## config.mk

```make
export PLATFORM = sky130hd
export DESIGN_NAME = instr_fetch_unit
export DESIGN_NICKNAME = d
export VERILOG_FILES = /design/src/rtl/instr_fetch_unit.sv
export SDC_FILE = /design/constraint.sdc
export NUM_CORES = 1
export LEC_CHECK = 0
export CORE_MARGIN = 5
export CORE_UTILIZATION = 42
export DETAILED_ROUTE_END_ITERATION = 8
export GPL_TIMING_DRIVEN = 0
export PLACE_DENSITY = 0.82
export SKIP_CTS_REPAIR_TIMING = 1
export SYNTH_ARGS = -nofsm -noshare
export SYNTH_HDL_FRONTEND = slang
export SYNTH_SLANG_ARGS = --single-unit
export TNS_END_PERCENT = 5
```

## constraint.sdc

```tcl
create_clock -name clk -period 3.89 [get_ports clk]
set_input_delay 0.778 -clock clk [delete_from_list [all_inputs] [get_ports clk]]
set_output_delay 0.778 -clock clk [all_outputs]
set_load 0.03 [all_outputs]
```

## src/rtl/instr_fetch_unit.sv

```systemverilog
// Single-issue instruction fetcher: owns the PC, fetches one word at a time and holds it for decode.
// Optional macro FETCH_MISALIGN_TRAP_EN adds a sticky misaligned-redirect trap and a HALT state.
module instr_fetch_unit #(
    parameter int                    ADDR_WIDTH = 32,
    parameter logic [ADDR_WIDTH-1:0] RESET_PC   = ADDR_WIDTH'(32'hBFC00000)
) (
    input  logic                  clk,
    input  logic                  rst,
    output logic                  imem_req,
    output logic [ADDR_WIDTH-1:0] imem_addr,
    input  logic                  imem_ready,
    input  logic [31:0]           imem_rdata,
    output logic                  instr_valid,
    output logic [31:0]           instr,
    output logic [6:0]            op,
    output logic [2:0]            funct3,
    output logic [6:0]            funct7,
    output logic [4:0]            rs1,
    output logic [4:0]            rs2,
    output logic [4:0]            rd,
    output logic [ADDR_WIDTH-1:0] pc,
    output logic [ADDR_WIDTH-1:0] pc_plus4,
    input  logic                  stall,
    input  logic                  pc_src,
    input  logic [ADDR_WIDTH-1:0] target,
    output logic [31:0]           retire_cnt
`ifdef FETCH_MISALIGN_TRAP_EN
    ,
    output logic                  misalign_err
`endif
);

    localparam logic [31:0] NOP = 32'h00000013;

`ifdef FETCH_MISALIGN_TRAP_EN
    typedef enum logic [1:0] {IDLE, FETCH, ISSUE, HALT} state_t;
`else
    typedef enum logic [1:0] {IDLE, FETCH, ISSUE} state_t;
`endif

    state_t                state;
    logic [ADDR_WIDTH-1:0] redirect_pc;

    assign imem_addr   = pc;
    assign pc_plus4    = pc + ADDR_WIDTH'(4);
    assign redirect_pc = {target[ADDR_WIDTH-1:2], 2'b00};

    assign op     = instr[6:0];
    assign rd     = instr[11:7];
    assign funct3 = instr[14:12];
    assign rs1    = instr[19:15];
    assign rs2    = instr[24:20];
    assign funct7 = instr[31:25];

`ifndef FETCH_MISALIGN_TRAP_EN
    // Low target bits are dropped by the redirect when there is no trap to report them.
    logic unused_target_lsb;
    assign unused_target_lsb = ^target[1:0];
`endif

    always_ff @(posedge clk or posedge rst) begin
        if (rst) begin
            state       <= IDLE;
            pc          <= RESET_PC;
            instr       <= NOP;
            retire_cnt  <= '0;
            imem_req    <= 1'b0;
            instr_valid <= 1'b0;
`ifdef FETCH_MISALIGN_TRAP_EN
            misalign_err <= 1'b0;
`endif
        end else begin
            case (state)
                IDLE: begin
                    state    <= FETCH;
                    imem_req <= 1'b1;
                end
                FETCH: begin
                    if (imem_ready) begin
                        instr       <= imem_rdata;
                        state       <= ISSUE;
                        imem_req    <= 1'b0;
                        instr_valid <= 1'b1;
                    end
                end
                ISSUE: begin
                    // stall has priority; pc_src is only looked at on the retire edge
                    if (!stall) begin
                        retire_cnt  <= retire_cnt + 32'd1;
                        instr_valid <= 1'b0;
`ifdef FETCH_MISALIGN_TRAP_EN
                        if (pc_src && (target[1:0] != 2'b00)) begin
                            misalign_err <= 1'b1;
                            pc           <= target;
                            state        <= HALT;
                        end else begin
                            pc       <= pc_src ? redirect_pc : pc_plus4;
                            state    <= FETCH;
                            imem_req <= 1'b1;
                        end
`else
                        pc       <= pc_src ? redirect_pc : pc_plus4;
                        state    <= FETCH;
                        imem_req <= 1'b1;
`endif
                    end
                end
`ifdef FETCH_MISALIGN_TRAP_EN
                HALT: begin
                    imem_req    <= 1'b0;
                    instr_valid <= 1'b0;
                end
`endif
                default: begin
                    state       <= IDLE;
                    imem_req    <= 1'b0;
                    instr_valid <= 1'b0;
                end
            endcase
        end
    end

endmodule

```

==> After elaboration in Yosys (flattened, before gate mapping) <==
Index checks and enable logic that the tools add are counted.
{ "word_totals": {"ram_bits": 0, "reg_bits": 100, "latchBits": 0, "word_cells": 29, "input_bits": 69, "memories": 0, "out_inout_bits": 194, "romBits": 0} }
{ "op_classes": {"bitwise_logic": 2, "n_eq_ne": 4, "n_reduce_logical": 5, "div": 0, "mul": 0, "n_shift": 0, "muxes": 10, "n_addsub": 2, "order_cmp": 0} }
{ "ops": {"columns": ["cell", "count"], "rows": [
  ["adder 32 x 1 -> 32 bit, second input constant", 1],
  ["adder 32 x 3 -> 32 bit, second input constant", 1],
  ["two-way mux 32 bit", 1],
  ["one-hot mux 1 bit (3 select lines)", 2],
  ["one-hot mux 2 bit (3 select lines)", 1],
  ["AND reduction 2 bit", 3],
  ["two-way mux 1 bit", 4],
  ["two-way mux 2 bit", 2],
  ["!= test 2 bit, second input constant", 2],
  ["AND reduction 3 bit", 1],
  ["equality test 2 x 1 -> 1 bit, second input constant", 1],
  ["equality test 2 bit, second input constant", 1],
  ["zero test 2 bit", 1],
  ["NOT 1 bit", 2]
]} }

==> Logic depth before layout (Yosys ltp) <==
Gate-level depths: netlist (run 1).
{ "depth": {"depth_word": 3, "mapped_depth": 7, "depth_no_buf": 6} }

==> Worst setup path before layout (run 1) <==
OpenSTA, ideal clock, no wires.
{ "synth_path": {"kind": "reg2out", "from": "reg pc[2], in the netlist imem_addr[2]", "to": "out pc_plus4[28]", "slack_ns": 0.815, "arrival_ns": 2.297, "stages_incl_launch_ff": 6, "path_buffers": 0, "required_time_ns": 3.112, "cell_sequence": "dfrtp_1 ha_1 and4_1 nand4_1 nor4_1 xor2_1"} }
{ "synth_via": {"elab_chain_cells": 1} }
{ "synth_lines": {"columns": ["element", "line_no", "source"], "rows": [
  ["start: declaration", "21", "output logic [ADDR_WIDTH-1:0] pc,"],
  ["start signal: assignment", "102", "pc <= pc_src ? redirect_pc : pc_plus4;"],
  ["adder 32 x 3 -> 32 bit", "45", "assign pc_plus4 = pc + ADDR_WIDTH'(4);"],
  ["end: declaration", "22", "output logic [ADDR_WIDTH-1:0] pc_plus4,"]
]} }
Every way passes these cells.

==> Final worst setup path (run 1) <==
{ "layout_path": {"from": "reg pc[2], in the netlist imem_addr[2]", "to": "out pc_plus4[20]"} }
Same word-level chain as after synthesis.

==> results of run 1 <==
==> critical path: cells and delay by family (launching register included) <==
family                   cells  cell delay (ns)
XOR/XNOR                     1             0.18
flip-flops                   1             0.49
buffers and inverters        2             0.90
adder cells (fa/ha/maj)      1             0.32
AND/OR/NAND/NOR              3             0.72
==> metrics by stage <==
step | total power [mW] | setup WS (ns) | util (%) | instances | setup TNS [ns]
floorplan | 4.336 | 0.5981 | - | 566 | 0
global placement | 6.127 | -0.8414 | 64.87 | 991 | -70.81
detailed placement | 6.199 | 0.2815 | 65.11 | 992 | 0
CTS | 7.161 | -0.1159 | 67.56 | 1008 | -0.3407
global route | 7.435 | 0.0002700 | 67.94 | 1010 | 0
finish | 7.115 | 0.1830 | 67.94 | 1010 | 0
==> synthesized netlist by cell type, drive strengths merged (2+ instances only) <==
library cell and n:
mux2 32, dfrtp 85, or4 8, and2 4, nand2 37, o21ai 22
xnor2 33, inv 11, clkbuf 22, nor4 2, nor3b 4, nand3 36
xor2 26, a31oi 3, ha 2, and3 16, nor3 24, a21oi 26
buf 73, and4 7, dfstp 12, nor2 25, mux2i 3, a2bb2oi 4
nand3b 2, nand4 19, o22ai 7, a22oi 5
==> registers in the layout, summed over array words and instances (netlist names) <==
register	cells
imem_addr	30
instr	32
state	2
retire_cnt	32
instr_valid	1
==> metal layers <==
layer / wire length (um) / up-vias
met5: 0 / -
met4: 349 / 0
met3: 1621 / 35
met2: 9610 / 305
met1: 6972 / 2525
li1: - / 2435
==> cells in the final DEF, fill, tap and decap left out, types with 2 or more instances in the layout <==
master / count
xor2_1: 26
nand3_2: 2
nor3b_2: 3
nor3_2: 6
bufinv_16: 2
dlymetal6s2s_1: 2
nor2_1: 23
xnor2_1: 33
mux2_2: 32
a22oi_1: 5
and4_1: 7
dfrtp_1: 85
o22ai_1: 7
dfstp_2: 12
inv_1: 10
nand3b_1: 2
clkbuf_16: 9
a31oi_1: 3
nand3_1: 34
conb_1: 6
nand4_1: 18
clkbuf_1: 24
nor3_1: 18
a2bb2oi_1: 4
mux2i_1: 3
buf_2: 4
clkdlybuf4s50_1: 251
and3_1: 16
buf_4: 71
and2_1: 4
or4_1: 8
ha_1: 2
nand2_1: 37
a21oi_1: 26
o21ai_0: 22
==> where the power goes <==
group / switching (mW) / internal [mW] / total (mW)
combinational: 2.37 / 2.00 / 4.37
clock: 0.382 / 0.567 / 0.950
sequential: 0.431 / 1.36 / 1.79
total: 3.18 / 3.94 / 7.11
==> path summary, 6_finish.rpt <==
check                                       to  slack (ns)  cells past startpoint
worst max-delay path              pc_plus4[20]        0.18                      7
worst min-delay path            retire_cnt[31]        0.48                      1
worst max register to register   imem_addr[24]        1.57                      7
worst min register to register  retire_cnt[31]        0.48                      1
max in group asynchronous        imem_addr[26]        2.30                      3
min in group asynchronous            instr[13]        0.86                      2
==> kinds of logic (layout without fill, tap and decap cells) <==
logic type,after synthesis,after routing
flops,97,97
fa+ha+maj,2,2
buf+inv,106,378
xor+xnor,59,59
simple gates,188,188
compound gates,73,73
mux,35,35
other cells,1,6
==> area by class of cell <==
| cell class | count | area, sq um | area share [%] |
|---|---|---|---|
| Buffer | 94 | 620.6 | 7.151 |
| Clock buffer | 12 | 236.5 | 2.725 |
| Clock inverter | 4 | 76.32 | 0.8795 |
| Inverter | 11 | 43.79 | 0.5046 |
| Multi-Input combinational cell | 363 | 2456 | 28.30 |
| Sequential cell | 97 | 2442 | 28.14 |
| Tap cell | 172 | 215.2 | 2.480 |
| Timing Repair Buffer | 257 | 2587 | 29.82 |
==> impl_metrics.env, run 1 <==
export IMPL_status="finished, final reports clean"
export IMPL_antenna_found_initial=0
export IMPL_die_w_um=124.6
export IMPL_dp_hpwl_um=14510
export IMPL_synth_top_family_by_area="simple AND/OR/NAND/NOR gates"
export IMPL_peakVddDrop_v=0.0005199
export IMPL_cts_sinks=97
export IMPL_grt_use_met2_pct=41.28
export IMPL_fin_nets=904
export IMPL_tightest_slew_ns=0.6305
export IMPL_wl_um=18550
export IMPL_cts_root_buffer="clkbuf_16"
export IMPL_hold_path_class="reg -> reg"
export IMPL_critPathArrivalTime_ns=2.93
export IMPL_met1_usage_pct=25.97
export IMPL_cp_startpoint="imem_addr[2]"
export IMPL_ant_nets=0
export IMPL_power_leakage_nw=3.683
export IMPL_start_util_pct=43.22
export IMPL_cp_cell_sequence="ha_1 > and4_1 > and4_1 > buf_2 > nand3_1 > xnor2_1 > clkdlybuf4s50_1"
export IMPL_io_buffer_count=253
export IMPL_final_layout_size_suffix_gt1_share_pct=18.14
export IMPL_synth_seq_cells=97
export IMPL_drv_slew=0
export IMPL_via_count=5300
export IMPL_core_area_sq_um=12770
export IMPL_critPathMostFrequentCell="and4_1"
export IMPL_grt_busiest_layer="met2"
export IMPL_synthMuxAreaShare_pct=7.072
export IMPL_yosysSeqAreaShare_pct=44.24
export IMPL_synth_warning_count=0
export IMPL_synth_edf_count=0
export IMPL_remaining_drc_errors=0
export IMPL_hp_start="retire_cnt[31]"
export IMPL_viasPerCell=5.248
export IMPL_syn_area_sq_um=5520
export IMPL_fin_crit_sh_pct=95.30
export IMPL_hold_worst_slack_ns=0.4817
export IMPL_yosysTopAreaCell="dfrtp_1"
export IMPL_fill_cells=954
export IMPL_max_freq_mhz=269.8
export IMPL_cts_buffers=9
export IMPL_cts_tree="done"
export IMPL_grt_pass1_vias=5338
export IMPL_wl_per_cell_um=18.37
export IMPL_grt_pass1_wl_um=28870
export IMPL_setup_violations=0
export IMPL_post_route_min_period_ns=3.707
export IMPL_place_area_sq_um=8317
export IMPL_syn_to_final_growth_pct=57.21
export IMPL_grtUsageMet3_pct=6.389
export IMPL_path_clk_slew_ns=0.07
export IMPL_yosys_top_cells_area="dfrtp_1, buf_4, mux2_2"
export IMPL_timing_slew_headroom_pct=57.58
export IMPL_grt_overflow=0
export IMPL_ios=263
export IMPL_worstPathRequired_ns=3.11
export IMPL_rsz0062_at_grt="no"
export IMPL_hold_viol=0
export IMPL_dieArea_sq_um=15540
export IMPL_cp_max_fo=8
export IMPL_die_height_um=124.6
export IMPL_fin_skew_ns=0.007471
export IMPL_critical_path_class="reg -> out"
export IMPL_reg2reg_from="imem_addr[2]"
export IMPL_grtUsageTotal_pct=22.90
export IMPL_grt_max_degree=51
export IMPL_p_per_area_nw_per_um2=819.8
export IMPL_cts_htree_levels=3
export IMPL_clk_path_buf_depth=2
export IMPL_insertion_delay_ns=0.33
export IMPL_slowest_delay_ns=0.70
export IMPL_design_area_sq_um=8678
export IMPL_worstSetupEndpointType="primary output"
export IMPL_maxCapViolCount=0
export IMPL_synth_simple_area_share_pct=19.06
export IMPL_async_flop_share_pct=100.0
export IMPL_gp_congestion=0.9178
export IMPL_yosys_cell_types_count=45
export IMPL_synth_compound_area_share_pct=7.684
export IMPL_synthAdderAreaFrac_pct=0.4533
export IMPL_critPathLaunchType="flop"
export IMPL_diodes=0
export IMPL_yosysTopAreaCellShare_pct=38.53
export IMPL_crit_slowest_cell="clkdlybuf4s50_1"
export IMPL_synth_flop_cell="dfrtp_1"
export IMPL_synthesis_instances=561
export IMPL_syn_avg_cell_area_sq_um=9.840
export IMPL_synthXorXnorAreaFrac_pct=9.361
export IMPL_rows=41
export IMPL_first_pass_iters=7
export IMPL_drtIter0Drc=307
Note: power is estimated with default switching activity, not from simulation.
==> run 2, diff against run 1 <==
- CTS_CLUSTER_SIZE: unset -> 40
- GPL_TIMING_DRIVEN: 0 -> unset
==> impl_metrics.env, run 2 (synthesized netlist as in run 1, its figures left out) <==
export IMPL_peakVddDrop_v=0.0005331
export IMPL_timing_slew_headroom_pct=40.17
export IMPL_fin_skew_ns=0.006022
export IMPL_core_area_sq_um=12770
export IMPL_ios=263
export IMPL_crit_slowest_cell="clkdlybuf4s50_1"
export IMPL_first_pass_iters=5
export IMPL_grt_max_degree=63
export IMPL_fin_crit_sh_pct=94.54
export IMPL_via_count=4858
export IMPL_antenna_found_initial=0
export IMPL_cts_htree_levels=3
export IMPL_cts_tree="done"
export IMPL_status="finished, final reports clean"
export IMPL_fin_nets=813
export IMPL_dieArea_sq_um=15540
export IMPL_cp_num_cells=6
export IMPL_tightest_slew_ns=0.8964
export IMPL_setup_violations=0
export IMPL_die_height_um=124.6
export IMPL_cpLargestDelayFamily="simple AND/OR/NAND/NOR gates"
export IMPL_layout_cells_most_common="clkdlybuf4s50_1"
export IMPL_post_place_ws_ns=0.3634
export IMPL_gp_congestion=0.9226
export IMPL_remaining_drc_errors=0
export IMPL_critical_path_class="reg -> out"
export IMPL_cp_max_fo=8
export IMPL_ant_nets=0
export IMPL_final_cell_mix="clkdlybuf4s50_1, dfrtp_1, nand2_1, nand3_1, xnor2_1"
export IMPL_final_layout_size_suffix_gt1_share_pct=11.65
export IMPL_critPathLaunchType="flop"
export IMPL_start_util_pct=43.22
export IMPL_insertion_delay_ns=0.34
export IMPL_tns_ns=0
export IMPL_post_route_min_period_ns=3.678
export IMPL_worst_r2r_cell_count=5
export IMPL_hold_path_class="reg -> reg"
export IMPL_viasPerCell=5.286
export IMPL_hold_viol=0
export IMPL_grt_pass1_vias=4989
export IMPL_slowest_delay_ns=0.69
export IMPL_grtUsageTotal_pct=21.71
export IMPL_rows=41
export IMPL_p_per_area_nw_per_um2=822.5
export IMPL_path_clk_slew_ns=0.07
export IMPL_drv_slew=0
export IMPL_cts_buffers=9
export IMPL_critPathArrivalTime_ns=2.90
export IMPL_path_buf_inv=1
export IMPL_grt_pass1_wl_um=27330
export IMPL_wl_per_cell_um=18.67
export IMPL_worstPathRequired_ns=3.11
export IMPL_clk_path_buf_depth=2
export IMPL_max_freq_mhz=271.9
export IMPL_hold_depth=1
export IMPL_power_leakage_nw=3.320
export IMPL_cts_root_buffer="clkbuf_16"
export IMPL_io_buffer_count=254
export IMPL_die_w_um=124.6
export IMPL_wl_um=17160
export IMPL_rsz0062_at_grt="no"
export IMPL_cts_sinks=97
export IMPL_cp_cell_sequence="ha_1 > and4_1 > and4_2 > nand4_1 > xnor2_1 > clkdlybuf4s50_1"
export IMPL_syn_to_final_growth_pct=46.10
export IMPL_worstSetupEndpointType="primary output"
export IMPL_final_setup_worst_slack_ns=0.2123
export IMPL_grt_overflow=0
export IMPL_diodes=0
export IMPL_drtIter0Drc=218
export IMPL_dp_hpwl_um=12960
export IMPL_maxCapViolCount=0
==> run 2: changes by cell type in the layout (fill, tap and decap cells not counted), sizes merged <==
cell           before  now
dlymetal6s2s        2    1
clkdlybuf4s50     251  250
clkinvlp            1    3
inv                12   13
bufinv              2    1
buf                77    9
clkinv              0    1
clkbuf             33    9
==> run 2: final cells by class <==
class,count,area (sq um)
Fill cell,1002,4708
Clock buffer,9,225.2
Sequential cell,97,2442
Inverter,11,43.79
Tap cell,172,215.2
Multi-Input combinational cell,363,2456
Timing Repair Buffer,260,2605
Clock inverter,7,77.57
==> run 2: per-layer routing <==
layer  share of wire [%]  vias up  wire (um)  track usage [%]
met5                   0        -          0                0
met4                 1.8        0        307            7.995
met3                 8.1       21       1392            6.304
met2                  51      228       8681            37.88
met1                  39     2346       6776            25.24
li1                    -     2263          -                -
==> run 2: final timing paths <==
path | from | endpoint | slack (ns)
max | imem_addr[2] | pc_plus4[24] | 0.21
min | retire_cnt[31] | retire_cnt[31] | 0.48
max reg2reg | imem_addr[9] | imem_addr[31] | 1.57
min reg2reg | retire_cnt[31] | retire_cnt[31] | 0.48
max in group asynchronous | rst | imem_addr[26] | 2.22
min in group asynchronous | rst | retire_cnt[12] | 0.90
==> run 2: through the flow <==
step	cells	instance area, sq um	total power, mW	utilization [%]	hold WS, ns
6_report	919	8065	6.634	63.14	0.4755
5_1_grt	919	8065	6.917	63.14	0.5163
4_1_cts	919	8044	6.699	62.97	0.4792
3_5_place_dp	903	7741	5.764	60.60	0.4696
3_3_place_gp	903	7741	5.703	60.60	0.4607
2_1_floorplan	566	5539	4.336	-	0.4982
==> run 2: power by group <==
group | switching [mW] | internal, mW | leakage [nW]
sequential | 0.458 | 1.36 | 1.17
clock | 0.405 | 0.504 | 0.140
combinational | 2.24 | 1.66 | 2.01
total | 3.11 | 3.53 | 3.32
==> run 3, diff against run 2 <==
- CORE_UTILIZATION: 42 -> 40
- GPL_ROUTABILITY_DRIVEN: unset -> 0
==> impl_metrics.env, run 3 (synthesized netlist as in run 1, its figures left out) <==
export IMPL_setup_violations=0
export IMPL_reg2reg_from="imem_addr[2]"
export IMPL_ant_nets=0
export IMPL_fin_crit_sh_pct=94.12
export IMPL_timing_slew_headroom_pct=41.96
export IMPL_peakVddDrop_v=0.0004734
export IMPL_fill_cells=1165
export IMPL_drtIter0Drc=263
export IMPL_critPathLaunchType="flop"
export IMPL_hold_depth=1
export IMPL_layout_cells_most_common="clkdlybuf4s50_1"
export IMPL_status="finished, final reports clean"
export IMPL_antenna_found_initial=0
export IMPL_critical_path_class="reg -> out"
export IMPL_cts_root_buffer="clkbuf_16"
export IMPL_wl_per_cell_um=17.52
export IMPL_viasPerCell=5.222
export IMPL_first_pass_iters=4
export IMPL_die_w_um=127.5
export IMPL_grtUsageTotal_pct=19.68
export IMPL_cts_tree="done"
export IMPL_reg2reg_to="imem_addr[24]"
export IMPL_cts_sinks=97
export IMPL_io_buffer_count=254
export IMPL_fin_skew_ns=0.007322
export IMPL_tns_ns=0
export IMPL_ff2ff_setup_slack_ns=1.63
export IMPL_clk_path_buf_depth=2
export IMPL_insertion_delay_ns=0.34
export IMPL_power_leakage_nw=3.326
export IMPL_rsz0062_at_grt="no"
export IMPL_post_route_min_period_ns=3.661
export IMPL_syn_to_final_growth_pct=46.26
export IMPL_critPathArrivalTime_ns=2.88
export IMPL_wl_um=16240
export IMPL_final_layout_size_suffix_gt1_share_pct=11.65
export IMPL_cp_max_fo=8
export IMPL_dp_hpwl_um=12260
export IMPL_die_height_um=127.5
export IMPL_core_area_sq_um=13720
export IMPL_max_freq_mhz=273.1
export IMPL_cts_buffers=9
export IMPL_fin_cells=927
export IMPL_post_place_ws_ns=0.4253
export IMPL_drv_slew=0
export IMPL_remaining_drc_errors=0
export IMPL_worst_r2r_cell_count=6
export IMPL_final_cell_mix="clkdlybuf4s50_1, dfrtp_1, nand2_1, nand3_1, xnor2_1"
export IMPL_cp_startpoint="imem_addr[2]"
export IMPL_grt_pass1_wl_um=25760
export IMPL_via_count=4841
export IMPL_diodes=0
export IMPL_cts_htree_levels=3
export IMPL_rows=43
export IMPL_grt_max_degree=63
export IMPL_hold_worst_slack_ns=0.4680
export IMPL_ios=263
export IMPL_start_util_pct=40.24
export IMPL_path_clk_slew_ns=0.08
export IMPL_grt_overflow=0
export IMPL_place_inst=911
export IMPL_dieArea_sq_um=16250
export IMPL_final_setup_worst_slack_ns=0.2287
export IMPL_maxCapViolCount=0
export IMPL_p_per_area_nw_per_um2=819.3
export IMPL_hold_path_class="reg -> reg"
export IMPL_worstSetupEndpointType="primary output"
export IMPL_hold_viol=0
export IMPL_hp_start="retire_cnt[31]"
export IMPL_fin_nets=813
export IMPL_grt_pass1_vias=4844
export IMPL_worstPathRequired_ns=3.11
export IMPL_tightest_slew_ns=0.8696
export IMPL_min_to="retire_cnt[31]"
==> run 3: cell count changes in the layout (fill, tap and decap cells not counted), sizes merged <==
cell	delta
inv	+1
clkinv	+1
clkinvlp	-2
==> run 3: area by class of cell <==
| class | count | area (sq um) | share of cell area, % |
|---|---|---|---|
| clock buffer | 9 | 225.2 | 2.789 |
| inverter | 11 | 43.79 | 0.5424 |
| sequential | 97 | 2442 | 30.25 |
| timing repair buffer | 260 | 2605 | 32.26 |
| multi-input combinational | 363 | 2447 | 30.31 |
| tap | 180 | 225.2 | 2.789 |
| clock inverter | 7 | 85.08 | 1.054 |
==> run 3: where the power goes <==
group          leakage (nW)  switching (mW)  total, mW  internal (mW)
clock                 0.150           0.412      0.922          0.510
sequential             1.17           0.461       1.82           1.36
combinational          2.00            2.21       3.87           1.66
==> run 3: worst max-delay path: stages (launching register included) <==
cell	delay (ns)
dfrtp_1	0.46
ha_1	0.31
and4_1	0.34
and4_2	0.39
nand4_1	0.18
xnor2_1	0.17
clkdlybuf4s50_1	0.69
==> run 3: routing by layer <==
layer  vias to the layer above  track usage, %  wire length, um
met3                        22           7.358             1783
met2                       235           32.02             7679
li1                       2260               -                -
met4                         0           6.625              293
met1                      2324           24.12             6487
met5                         -               0                0
==> run 3: stage by stage <==
step | util [%] | cell area, sq um | power [mW]
after global placement | 56.50 | 7751 | 5.684
after floorplan | - | 5539 | 4.336
final | 58.85 | 8074 | 6.615
after detailed placement | 56.50 | 7751 | 5.741
after CTS | 58.76 | 8061 | 6.681
after global routing | 58.85 | 8074 | 6.930
==> run 3: worst max-delay path by stage <==
stage	to	slack [ns]	cells past startpoint
2_1_floorplan	imem_addr[10]	0.60	1
3_5_place_dp	pc_plus4[28]	0.43	6
5_1_grt	pc_plus4[24]	0.05	6
4_1_cts	pc_plus4[28]	0.01	6
6_report	pc_plus4[24]	0.23	6
3_3_place_gp	pc_plus4[28]	0.48	6
